==> src/rtl/serial_adder_ctrl_pkg.sv <==
// rtl/serial_adder_ctrl_pkg.sv - shared definitions for the bit-serial adder controller
//
// Purpose : default operand width and FSM state codes shared by the
//           controller, its bus interface and any wrapper that needs them.
// Ports   : none (package).

package serial_adder_ctrl_pkg;

   // Default operand/sum width; legal range is 1..16.
   localparam int DEF_WIDTH = 4;

   // FSM state codes. Code 3 is unused and recovers to IDLE.
   localparam logic [1:0] S_IDLE = 2'd0;
   localparam logic [1:0] S_RUN  = 2'd1;
   localparam logic [1:0] S_DONE = 2'd2;

endpackage

==> src/rtl/serial_adder_ctrl_if.sv <==
// rtl/serial_adder_ctrl_if.sv - request/result bus between a client and the serial adder
//
// Purpose : groups the start/operand request and the busy/done/result
//           response of serial_adder_ctrl.
// Ports   : start, a, b      client -> adder
//           busy, done,
//           sum, cout        adder  -> client
// Modports: master (client side), slave (adder side).

interface serial_adder_ctrl_if
   import serial_adder_ctrl_pkg::*;
#(
   parameter int WIDTH = DEF_WIDTH
);

   logic             start;
   logic [WIDTH-1:0] a;
   logic [WIDTH-1:0] b;
   logic             busy;
   logic             done;
   logic [WIDTH-1:0] sum;
   logic             cout;

   modport master (
      output start, a, b,
      input  busy, done, sum, cout
   );

   modport slave (
      input  start, a, b,
      output busy, done, sum, cout
   );

endinterface

==> src/rtl/half_adder.sv <==
// rtl/half_adder.sv - single-bit half adder cell
//
// Purpose : s = a ^ b, c = a & b.
// Ports   : a, b  inputs
//           s     sum output
//           c     carry output

module half_adder (
   input  logic a,
   input  logic b,
   output logic s,
   output logic c
);

   assign s = a ^ b;
   assign c = a & b;

endmodule

==> src/rtl/serial_adder_ctrl_full_adder_ha.sv <==
// rtl/serial_adder_ctrl_full_adder_ha.sv - full adder built from two half adders
//
// Purpose : combinational one-bit full adder; two half_adder cells plus an
//           OR to merge their carries.
// Ports   : a, b, cin  inputs
//           s          sum bit
//           cout       carry out (majority of a, b, cin)

module full_adder_ha (
   input  logic a,
   input  logic b,
   input  logic cin,
   output logic s,
   output logic cout
);

   logic s0;
   logic c0;
   logic c1;

   half_adder u_ha0 (
      .a (a),
      .b (b),
      .s (s0),
      .c (c0)
   );

   half_adder u_ha1 (
      .a (s0),
      .b (cin),
      .s (s),
      .c (c1)
   );

   // The two half-adder carries can never both be 1, so OR equals majority.
   assign cout = c0 | c1;

endmodule

==> src/rtl/serial_adder_ctrl.sv <==
// rtl/serial_adder_ctrl.sv - bit-serial WIDTH-bit adder controller
//
// Purpose : captures a/b on an accepted start, adds one bit per clock LSB
//           first through a single full_adder_ha, then publishes sum/cout
//           and pulses done for one cycle.
// Ports   : clk    system clock, rising edge
//           reset  synchronous, active-high
//           bus    serial_adder_ctrl_if.slave
//                    start/a/b in, busy/done/sum/cout out

module serial_adder_ctrl
   import serial_adder_ctrl_pkg::*;
#(
   parameter int WIDTH = DEF_WIDTH
) (
   input  logic                    clk,
   input  logic                    reset,
   serial_adder_ctrl_if.slave      bus
);

   localparam int                 CNT_W    = $clog2(WIDTH) + 1;
   localparam logic [CNT_W-1:0]   CNT_LAST = CNT_W'(WIDTH - 1);

   logic [1:0]       state;
   logic [WIDTH-1:0] a_sh;
   logic [WIDTH-1:0] b_sh;
   logic [WIDTH-1:0] acc;
   logic [WIDTH-1:0] acc_next;
   logic [WIDTH-1:0] sum_q;
   logic             cout_q;
   logic             carry;
   logic [CNT_W-1:0] cnt;
   logic             fa_s;
   logic             fa_c;

   full_adder_ha u_fa (
      .a    (a_sh[0]),
      .b    (b_sh[0]),
      .cin  (carry),
      .s    (fa_s),
      .cout (fa_c)
   );

   // New sum bit enters at the MSB so after WIDTH shifts the LSB result
   // has walked down to bit 0. A one-bit accumulator is just the sum bit.
   generate
      if (WIDTH == 1) begin : g_acc_w1
         assign acc_next = fa_s;
      end else begin : g_acc_wn
         assign acc_next = {fa_s, acc[WIDTH-1:1]};
      end
   endgenerate

   always_ff @(posedge clk) begin
      if (reset) begin
         state  <= S_IDLE;
         a_sh   <= '0;
         b_sh   <= '0;
         acc    <= '0;
         sum_q  <= '0;
         cout_q <= 1'b0;
         carry  <= 1'b0;
         cnt    <= '0;
      end else begin
         case (state)
            S_IDLE: begin
               if (bus.start) begin
                  a_sh  <= bus.a;
                  b_sh  <= bus.b;
                  carry <= 1'b0;
                  cnt   <= '0;
                  acc   <= '0;
                  state <= S_RUN;
               end
            end
            S_RUN: begin
               carry <= fa_c;
               acc   <= acc_next;
               a_sh  <= a_sh >> 1;
               b_sh  <= b_sh >> 1;
               cnt   <= cnt + CNT_W'(1);
               // Result registers only change here, so partial sums never show.
               if (cnt == CNT_LAST) begin
                  sum_q  <= acc_next;
                  cout_q <= fa_c;
                  state  <= S_DONE;
               end
            end
            S_DONE: begin
               state <= S_IDLE;
            end
            default: begin
               state <= S_IDLE;
            end
         endcase
      end
   end

   assign bus.busy = (state == S_RUN);
   assign bus.done = (state == S_DONE);
   assign bus.sum  = sum_q;
   assign bus.cout = cout_q;

endmodule

==> src/flat_wrapper.sv <==
// flat-port wrapper written by rule: the top's interface ports become plain ports
module serial_adder_ctrl_flat import serial_adder_ctrl_pkg::*;
#(
   parameter int WIDTH = DEF_WIDTH
)
  (clk, reset, bus_start, bus_a, bus_b, bus_busy, bus_done, bus_sum, bus_cout);
  serial_adder_ctrl_if #(.WIDTH(WIDTH)) bus_i ();
  input  logic clk;
  input  logic reset;
  input wire logic [$bits(bus_i.start)-1:0] bus_start;
  input wire logic [$bits(bus_i.a)-1:0] bus_a;
  input wire logic [$bits(bus_i.b)-1:0] bus_b;
  output wire logic [$bits(bus_i.busy)-1:0] bus_busy;
  output wire logic [$bits(bus_i.done)-1:0] bus_done;
  output wire logic [$bits(bus_i.sum)-1:0] bus_sum;
  output wire logic [$bits(bus_i.cout)-1:0] bus_cout;
  assign bus_i.start = bus_start;
  assign bus_i.a = bus_a;
  assign bus_i.b = bus_b;
  assign bus_busy = bus_i.busy;
  assign bus_done = bus_i.done;
  assign bus_sum = bus_i.sum;
  assign bus_cout = bus_i.cout;
  serial_adder_ctrl #(.WIDTH(WIDTH)) u_core (.clk(clk), .reset(reset), .bus(bus_i));
endmodule
==> config.mk <==
export PLATFORM = sky130hd
export DESIGN_NAME = serial_adder_ctrl_flat
export DESIGN_NICKNAME = d
export VERILOG_FILES = /design/src/rtl/serial_adder_ctrl_pkg.sv /design/src/rtl/serial_adder_ctrl_if.sv /design/src/rtl/half_adder.sv /design/src/rtl/serial_adder_ctrl_full_adder_ha.sv /design/src/rtl/serial_adder_ctrl.sv /design/src/flat_wrapper.sv
export SDC_FILE = /design/constraint.sdc
export NUM_CORES = 1
export LEC_CHECK = 0
export CORE_ASPECT_RATIO = 1.4
export CORE_UTILIZATION = 50
export DETAILED_ROUTE_END_ITERATION = 8
export PLACE_DENSITY_LB_ADDON = 0.12
export SLEW_MARGIN = 20
export SYNTH_ARGS = -nofsm -noshare
export SYNTH_HDL_FRONTEND = slang
export SYNTH_SLANG_ARGS = --single-unit
export TNS_END_PERCENT = 100
==> constraint.sdc <==
create_clock -name clk -period 2.55 [get_ports clk]
set_input_delay 0.765 -clock clk [delete_from_list [all_inputs] [get_ports clk]]
set_output_delay 0.765 -clock clk [all_outputs]
set_load 0.01 [all_outputs]
==> results.md, run 1 <==
* Post-route clock period utilization at 94.8%
* YS warnings at 0
* Post-synthesis mux area share at 2.08%
* Clk_lat worst skew at 310 ps
* I/O pin cnt at 18
* IO buf count at 17
* Setup slack after layout at 133 ps
* Worst hold-check path type: flop to flop
* Nets at 134
* Slew HR at 72.3%
* Synthesized instance count at 101
* Clk sinks at 22
* Max cap viols at 0
* Post-Synth Adder-Cell Area at 4.68%
* Post-CTS Setup Bufs at 0
* Die Ht at 53.9 um
* Worst hold endpoint: u_core.bus.sum[3]$_SDFFE_PP0P_
* Starting Density at 54.1%
* CP required at 1790 ps
* DRC violations left at 0
* Reg power frac at 56.9%
* Area contributors post-synth: dfxtp_1 (46%), a21oi_1 (6.8%), a22oi_1 (3.9%)
* Horiz. Die Dim at 39.1 um
* Tightest Pin Transition at 416 ps
* Psw at 156 uW
* Post-Route Skew at 3.70 ps
* Delay-heaviest family, CP: buffers and inverters
* Dpl cells at 135
* Initial DRC Count at 11
* Final number of setup-violating endpoints at 0
* Compound-Gate Fraction of Synth Area at 22.8%
* CP max stage cell: clkdlybuf4s50_1
* Simple-Gate Fraction of Synth Area at 18.2%
* Crit path buf inv count at 2
* Hpwl dp at 1.37 mm
* Die area at 2110 um^2
* Area leader, netlist: dfxtp_1
* Reg clk slew, reported paths at 120 ps
* ANT nets after route at 0
* Post-cts hold buffer count at 0
* PostCTS Resize Cnt at 0
* Status: completed
* Fin cells at 139
* CP Capture Type: output port
* Max incr delay on CP at 570 ps
* Int Power at 490 uW
* Leakage at 0.000440 uW
* Routed len/inst at 14.1 um
* Setup crit start kind: flop
* Slew Limit Fails at 0
* Synthesized area at 962 um^2
* CTS tree: built
* Seq cells post-synth at 22
* Number of buffers created by CTS at 3
* Yosys cell types at 29
* Main combinational cell family by area after synthesis: compound AO/OA/AOI/OAI gates
* Vias in the first global route at 717
* R2r setup slk at 1130 ps
* Hold Fails Final Rpt at 0
* Via-to-Cell Ratio at 5.65
* Worst vdd ir at 378 uV
* Power density over cell area at 550 nW/um^2
* Clock share of power at 29.9%
* Post-synth top area share at 45.8%
* Share of cells above drive strength 1 at 15.1%
* Overflow after GRT at 0
* Crit path max fanout at 12
* N_diodes at 0
* Fin area at 1180 um^2
* Worst R2R Start: u_core.cnt[0]$_SDFFE_PP0P_
* Critical path, cell by cell: nand2b_2, inv_2, clkdlybuf4s50_1
* Syn Nets at 115
* Setup CP Type: flop to output port
* Drt pass-1 iters at 4
* Fillers at 163
* Initial antenna violation count at 0
* Routed vias at 785
* CTS root buffer: clkbuf_4
* Final WL at 1.96 mm
* Core box area at 1780 um^2
* Sw Share at 24.2%
* WP data arrival at 1650 ps
* H-tree levels at 1
* Syn_area_per_cell at 9.53 um^2
* Post-synthesis xor/xnor area fraction at 0%
* Placer's final routability congestion estimate at 0.690
* Combinational Power Share at 13.3%
* RSZ-0062 raised after global routing: no
* Dpl ws at 377 ps
* Setup TNS at 0 ps
* R2R cell count at 5
* Tmin final at 2420 ps
* Largest net degree at the start of global routing at 23
* Standard-cell rows at 18
* Max clock buf depth at 2
* Seq/Total Area, Yosys at 45.8%
* Area after DPL at 1140 um^2
* P&R area growth vs syn at 22.2%
* Hold Crit Depth at 2
* First-pass GRT wire length at 3.03 mm
* R2r endpoint: u_core.bus.sum[2]$_SDFFE_PP0P_
* Hold Crit Start: u_core.bus.sum[3]$_SDFFE_PP0P_
* Fmax at 414 MHz
* Overall Global Routing Usage at 21.5%
==> Yosys cell counts (all sizes together) <==
cell / n
a211oi: 2
a21oi: 13
a22oi: 5
a2bb2oi: 1
buf: 4
clkbuf: 2
dfxtp: 22
fa: 1
ha: 2
inv: 6
mux2i: 2
nand2: 5
nand2b: 2
nand3: 5
nand3b: 1
nor2: 10
nor2b: 2
nor3: 1
nor3b: 1
o21a: 1
o21ai: 2
o21bai: 1
o221a: 3
o22a: 3
or2b: 1
or3b: 3
==> flip-flops by register name (all words and copies together) (netlist names) <==
name             flops
u_core.state         2
u_core.acc           3
u_core.b_sh          4
u_core.bus.cout      1
u_core.cnt           3
u_core.carry         1
u_core.bus.sum       4
u_core.a_sh          4
==> routing by layer <==
layer / up-vias / share of wire (%) / track usage [%] / wire, um
met4: 0 / 2.0 / 12.1 / 40
met3: 4 / 4.5 / 3.72 / 88
li1: 394 / - / - / -
met5: - / 0 / 0 / 0
met1: 368 / 43 / 23.4 / 845
met2: 19 / 50 / 38.1 / 981
==> cell type report <==
class	count	area [um^2]	share of cell area [%]
sequential	22	440	37.4
multi-input combinational	67	459	39.0
inverter	6	22.5	1.91
tap	20	25.0	2.13
clock buffer	4	36.3	3.09
timing repair buffer	20	193	16.4
==> cells by family after synthesis <==
logic type      count (synthesis)
mux                             2
buf+inv                        12
fa+ha+maj                       3
flops                          22
compound gates                 31
simple gates                   31
==> worst max path at each step <==
stage	from	endpoint	slack [ps]	depth (start not counted)
5_1_grt	u_core.state[1]$_SDFFE_PP0P_	bus_busy	50	3
6_report	u_core.state[1]$_SDFFE_PP0P_	bus_busy	130	3
2_1_floorplan	bus_start	u_core.a_sh[2]$_SDFFE_PP0P_	1000	4
3_3_place_gp	bus_start	u_core.a_sh[2]$_SDFFE_PP0P_	400	4
3_5_place_dp	bus_start	u_core.a_sh[2]$_SDFFE_PP0P_	380	4
4_1_cts	u_core.state[1]$_SDFFE_PP0P_	bus_busy	120	3
==> stage by stage <==
| step | hold WS, ps | total power (uW) | util, % |
|---|---|---|---|
| after floorplan | 443 | 432 | - |
| after global placement | 445 | 459 | 64.1 |
| after detailed placement | 447 | 461 | 64.1 |
| after CTS | 464 | 654 | 66.1 |
| after global routing | 486 | 673 | 66.1 |
| final | 463 | 647 | 66.1 |
==> worst reg2reg max path: stages (launching register included) <==
cell and delay, ps:
dfxtp_1 380, ha_1 170, ha_1 300, nand3b_1 260, nand2_1 130, a21oi_1 70
==> cell usage in the layout, fill, tap and decap left out, drive strengths merged, types with 3 or more instances in the layout <==
| cell | Yosys | routed |
|---|---|---|
| buf | 4 | 3 |
| a21oi | 13 | 13 |
| inv | 6 | 6 |
| nand2 | 5 | 5 |
| clkdlybuf4s50 | 0 | 17 |
| a22oi | 5 | 5 |
| nor2 | 10 | 10 |
| or3b | 3 | 3 |
| o22a | 3 | 3 |
| o221a | 3 | 3 |
| nand3 | 5 | 5 |
| clkbuf | 2 | 4 |
| dfxtp | 22 | 22 |
==> power groups by stage <==
stage          logic [uW]  clock network, uW  registers (uW)
3_5_place_dp         85.7                  0             376
2_1_floorplan        58.1                  0             374
3_3_place_gp         84.2                  0             375
4_1_cts              86.2                200             368
6_report             85.8                193             368
5_1_grt              92.9                210             370
No activity file was read; power rests on OpenSTA's default activity.
==> run 2, diff against run 1 <==
--- a/config.mk
+++ b/config.mk
@@ -7,8 +7,10 @@
 export LEC_CHECK = 0
 export CORE_ASPECT_RATIO = 1.4
 export CORE_UTILIZATION = 50
+export CTS_BUF_LIST = sky130_fd_sc_hd__clkbuf_8
 export DETAILED_ROUTE_END_ITERATION = 8
 export PLACE_DENSITY_LB_ADDON = 0.12
+export REMOVE_ABC_BUFFERS = 1
 export SLEW_MARGIN = 20
 export SYNTH_ARGS = -nofsm -noshare
 export SYNTH_HDL_FRONTEND = slang
==> run 2 against run 1 <==
Combinational power is essentially flat. Register-to-register slack gained 100 ps. Design area grew 3.0%. Count of clock-buffer cells in the layout shrank 1. Clock power grew 69%. Critical path type unchanged. Sequential power is essentially flat. Cell count is the same. Die area is the same. Worst setup slack gained 65 ps. Hold slack lost 1.4 ps.
==> results.md, run 2 (synthesis results as in run 1) <==
* Vias in the first global route at 728
* Reg clk slew, reported paths at 80 ps
* CTS tree: built
* CP max stage cell: clkdlybuf4s50_1
* Tmin final at 2350 ps
* Slew HR at 72.1%
* Starting Density at 54.1%
* Delay-heaviest family, CP: buffers and inverters
* Overflow after GRT at 0
* Final number of setup-violating endpoints at 0
* Post-route clock period utilization at 92.2%
* Initial DRC Count at 11
* Setup TNS at 0 ps
* Die area at 2110 um^2
* Tot Pwr at 781 uW
* R2r setup slk at 1230 ps
* WP data arrival at 1590 ps
* Reg power frac at 47.0%
* ANT nets after route at 0
* Drt pass-1 iters at 4
* Max clock buf depth at 2
* Int Power at 613 uW
* Overall Global Routing Usage at 21.2%
* PostCTS Resize Cnt at 0
* Routed len/inst at 13.5 um
* Fillers at 152
* Area of the multi-input gates at 459 um^2
* Power density over cell area at 645 nW/um^2
* IO buf count at 17
* Most frequent cells in the layout: dfxtp_1 (22), clkdlybuf4s50_1 (17), a21oi_1 (13)
* Post-CTS Setup Bufs at 0
* P&R area growth vs syn at 25.9%
* Initial antenna violation count at 0
* Clk_lat worst skew at 270 ps
* Post-Route Skew at 7.70 ps
* Nets at 134
* Largest net degree at the start of global routing at 23
* Hold Fails Final Rpt at 0
* Leakage at 0.000455 uW
* Seq. cell area at 440 um^2
* Setup CP Type: flop to output port
* Routed vias at 772
* Area after DPL at 1140 um^2
* Status: completed
* Die Ht at 53.9 um
* Fmax at 425 MHz
* Slew Limit Fails at 0
* Core box area at 1780 um^2
* Fin area at 1210 um^2
* Clock share of power at 41.9%
* Combinational Power Share at 11.0%
* Post-cts hold buffer count at 0
* H-tree levels at 1
* N_diodes at 0
* Most common cell after layout, fill and taps aside: dfxtp_1
* Worst hold-check path type: flop to flop
* First-pass GRT wire length at 3.06 mm
* Placer's final routability congestion estimate at 0.726
* DRC violations left at 0
* Hold Slack at 461 ps
* CP required at 1790 ps
* Crit path max fanout at 12
* I/O pin cnt at 18
* Number of buffers created by CTS at 3
* Clk sinks at 22
* Sw Share at 21.5%
* CTS root buffer: clkbuf_8
* Horiz. Die Dim at 39.1 um
* Setup slack after layout at 199 ps
* RSZ-0062 raised after global routing: no
* Dpl ws at 344 ps
* Via-to-Cell Ratio at 5.55
* Tightest Pin Transition at 418 ps
* Share of cells above drive strength 1 at 15.1%
* Max incr delay on CP at 570 ps
* Hpwl dp at 1.30 mm
* Psw at 168 uW
* Setup crit start kind: flop
* Critical path, cell by cell: nand2b_2, inv_2, clkdlybuf4s50_1
* Max cap viols at 0
* CP Capture Type: output port
* Worst vdd ir at 602 uV
* Final WL at 1.88 mm
* Crit path buf inv count at 2
* Standard-cell rows at 18
[run 2: cell types whose count changed in the layout (fill, tap and decap cells not counted), sizes merged]
| cell | change |
|---|---|
| clkbuf | -1 |
| bufinv | +1 |
[run 2: path summary, 6_finish.rpt]
kind                                              startpoint                             end  cells after the start
worst min-delay path              u_core.acc[1]$_SDFFE_PP0P_  u_core.bus.sum[0]$_SDFFE_PP0P_                      2
worst max-delay path            u_core.state[1]$_SDFFE_PP0P_                        bus_busy                      3
worst min register to register    u_core.acc[1]$_SDFFE_PP0P_  u_core.bus.sum[0]$_SDFFE_PP0P_                      2
worst max register to register    u_core.cnt[0]$_SDFFE_PP0P_  u_core.bus.sum[0]$_SDFFE_PP0P_                      5
[run 2: layout make-up]
class / count / share of cell area (%)
clock buffers: 3 / 3.41
well taps: 20 / 2.07
inverters: 6 / 1.86
repair buffers: 20 / 15.9
clock inverters: 1 / 2.48
flip-flops and latches: 22 / 36.4
multi-input cells: 67 / 37.9
[run 2: power groups by stage]
stage          clock network [uW]  logic (uW)  registers, uW
3_3_place_gp                    0        84.1            375
3_5_place_dp                    0        85.8            375
6_report                      327        86.1            367
4_1_cts                       331        86.6            368
2_1_floorplan                   0        45.8            376
5_1_grt                       345        94.7            370
[run 2: metrics by stage]
| step | utilization (%) | cells |
|---|---|---|
| final | 68.1 | 139 |
| after global routing | 68.1 | 139 |
| after CTS | 68.1 | 139 |
| after detailed placement | 64.1 | 135 |
| after global placement | 64.1 | 135 |
| after floorplan | - | 95 |
[run 2: layer usage]
layer	track usage, %	part of all wire, %	up-vias
met5	0	0	-
met4	8.62	1.3	0
met3	4.96	3.9	4
met2	36.1	50	15
met1	24.9	44	361
li1	-	-	392
[run 2: worst register-to-register path, delay by kind of cell, from the launching register on]
kind            cells  cell delay, ps
compound gates      1              70
simple gates        2             360
fa+ha+maj           2             440
flops               1             350
==> run 3, diff against run 2 <==
--- a/config.mk
+++ b/config.mk
@@ -15,4 +15,4 @@
 export SYNTH_ARGS = -nofsm -noshare
 export SYNTH_HDL_FRONTEND = slang
 export SYNTH_SLANG_ARGS = --single-unit
-export TNS_END_PERCENT = 100
+export TNS_END_PERCENT = 5
==> results of run 3 <==
The final DEF is identical to that of run 2; final timing and power are the same.
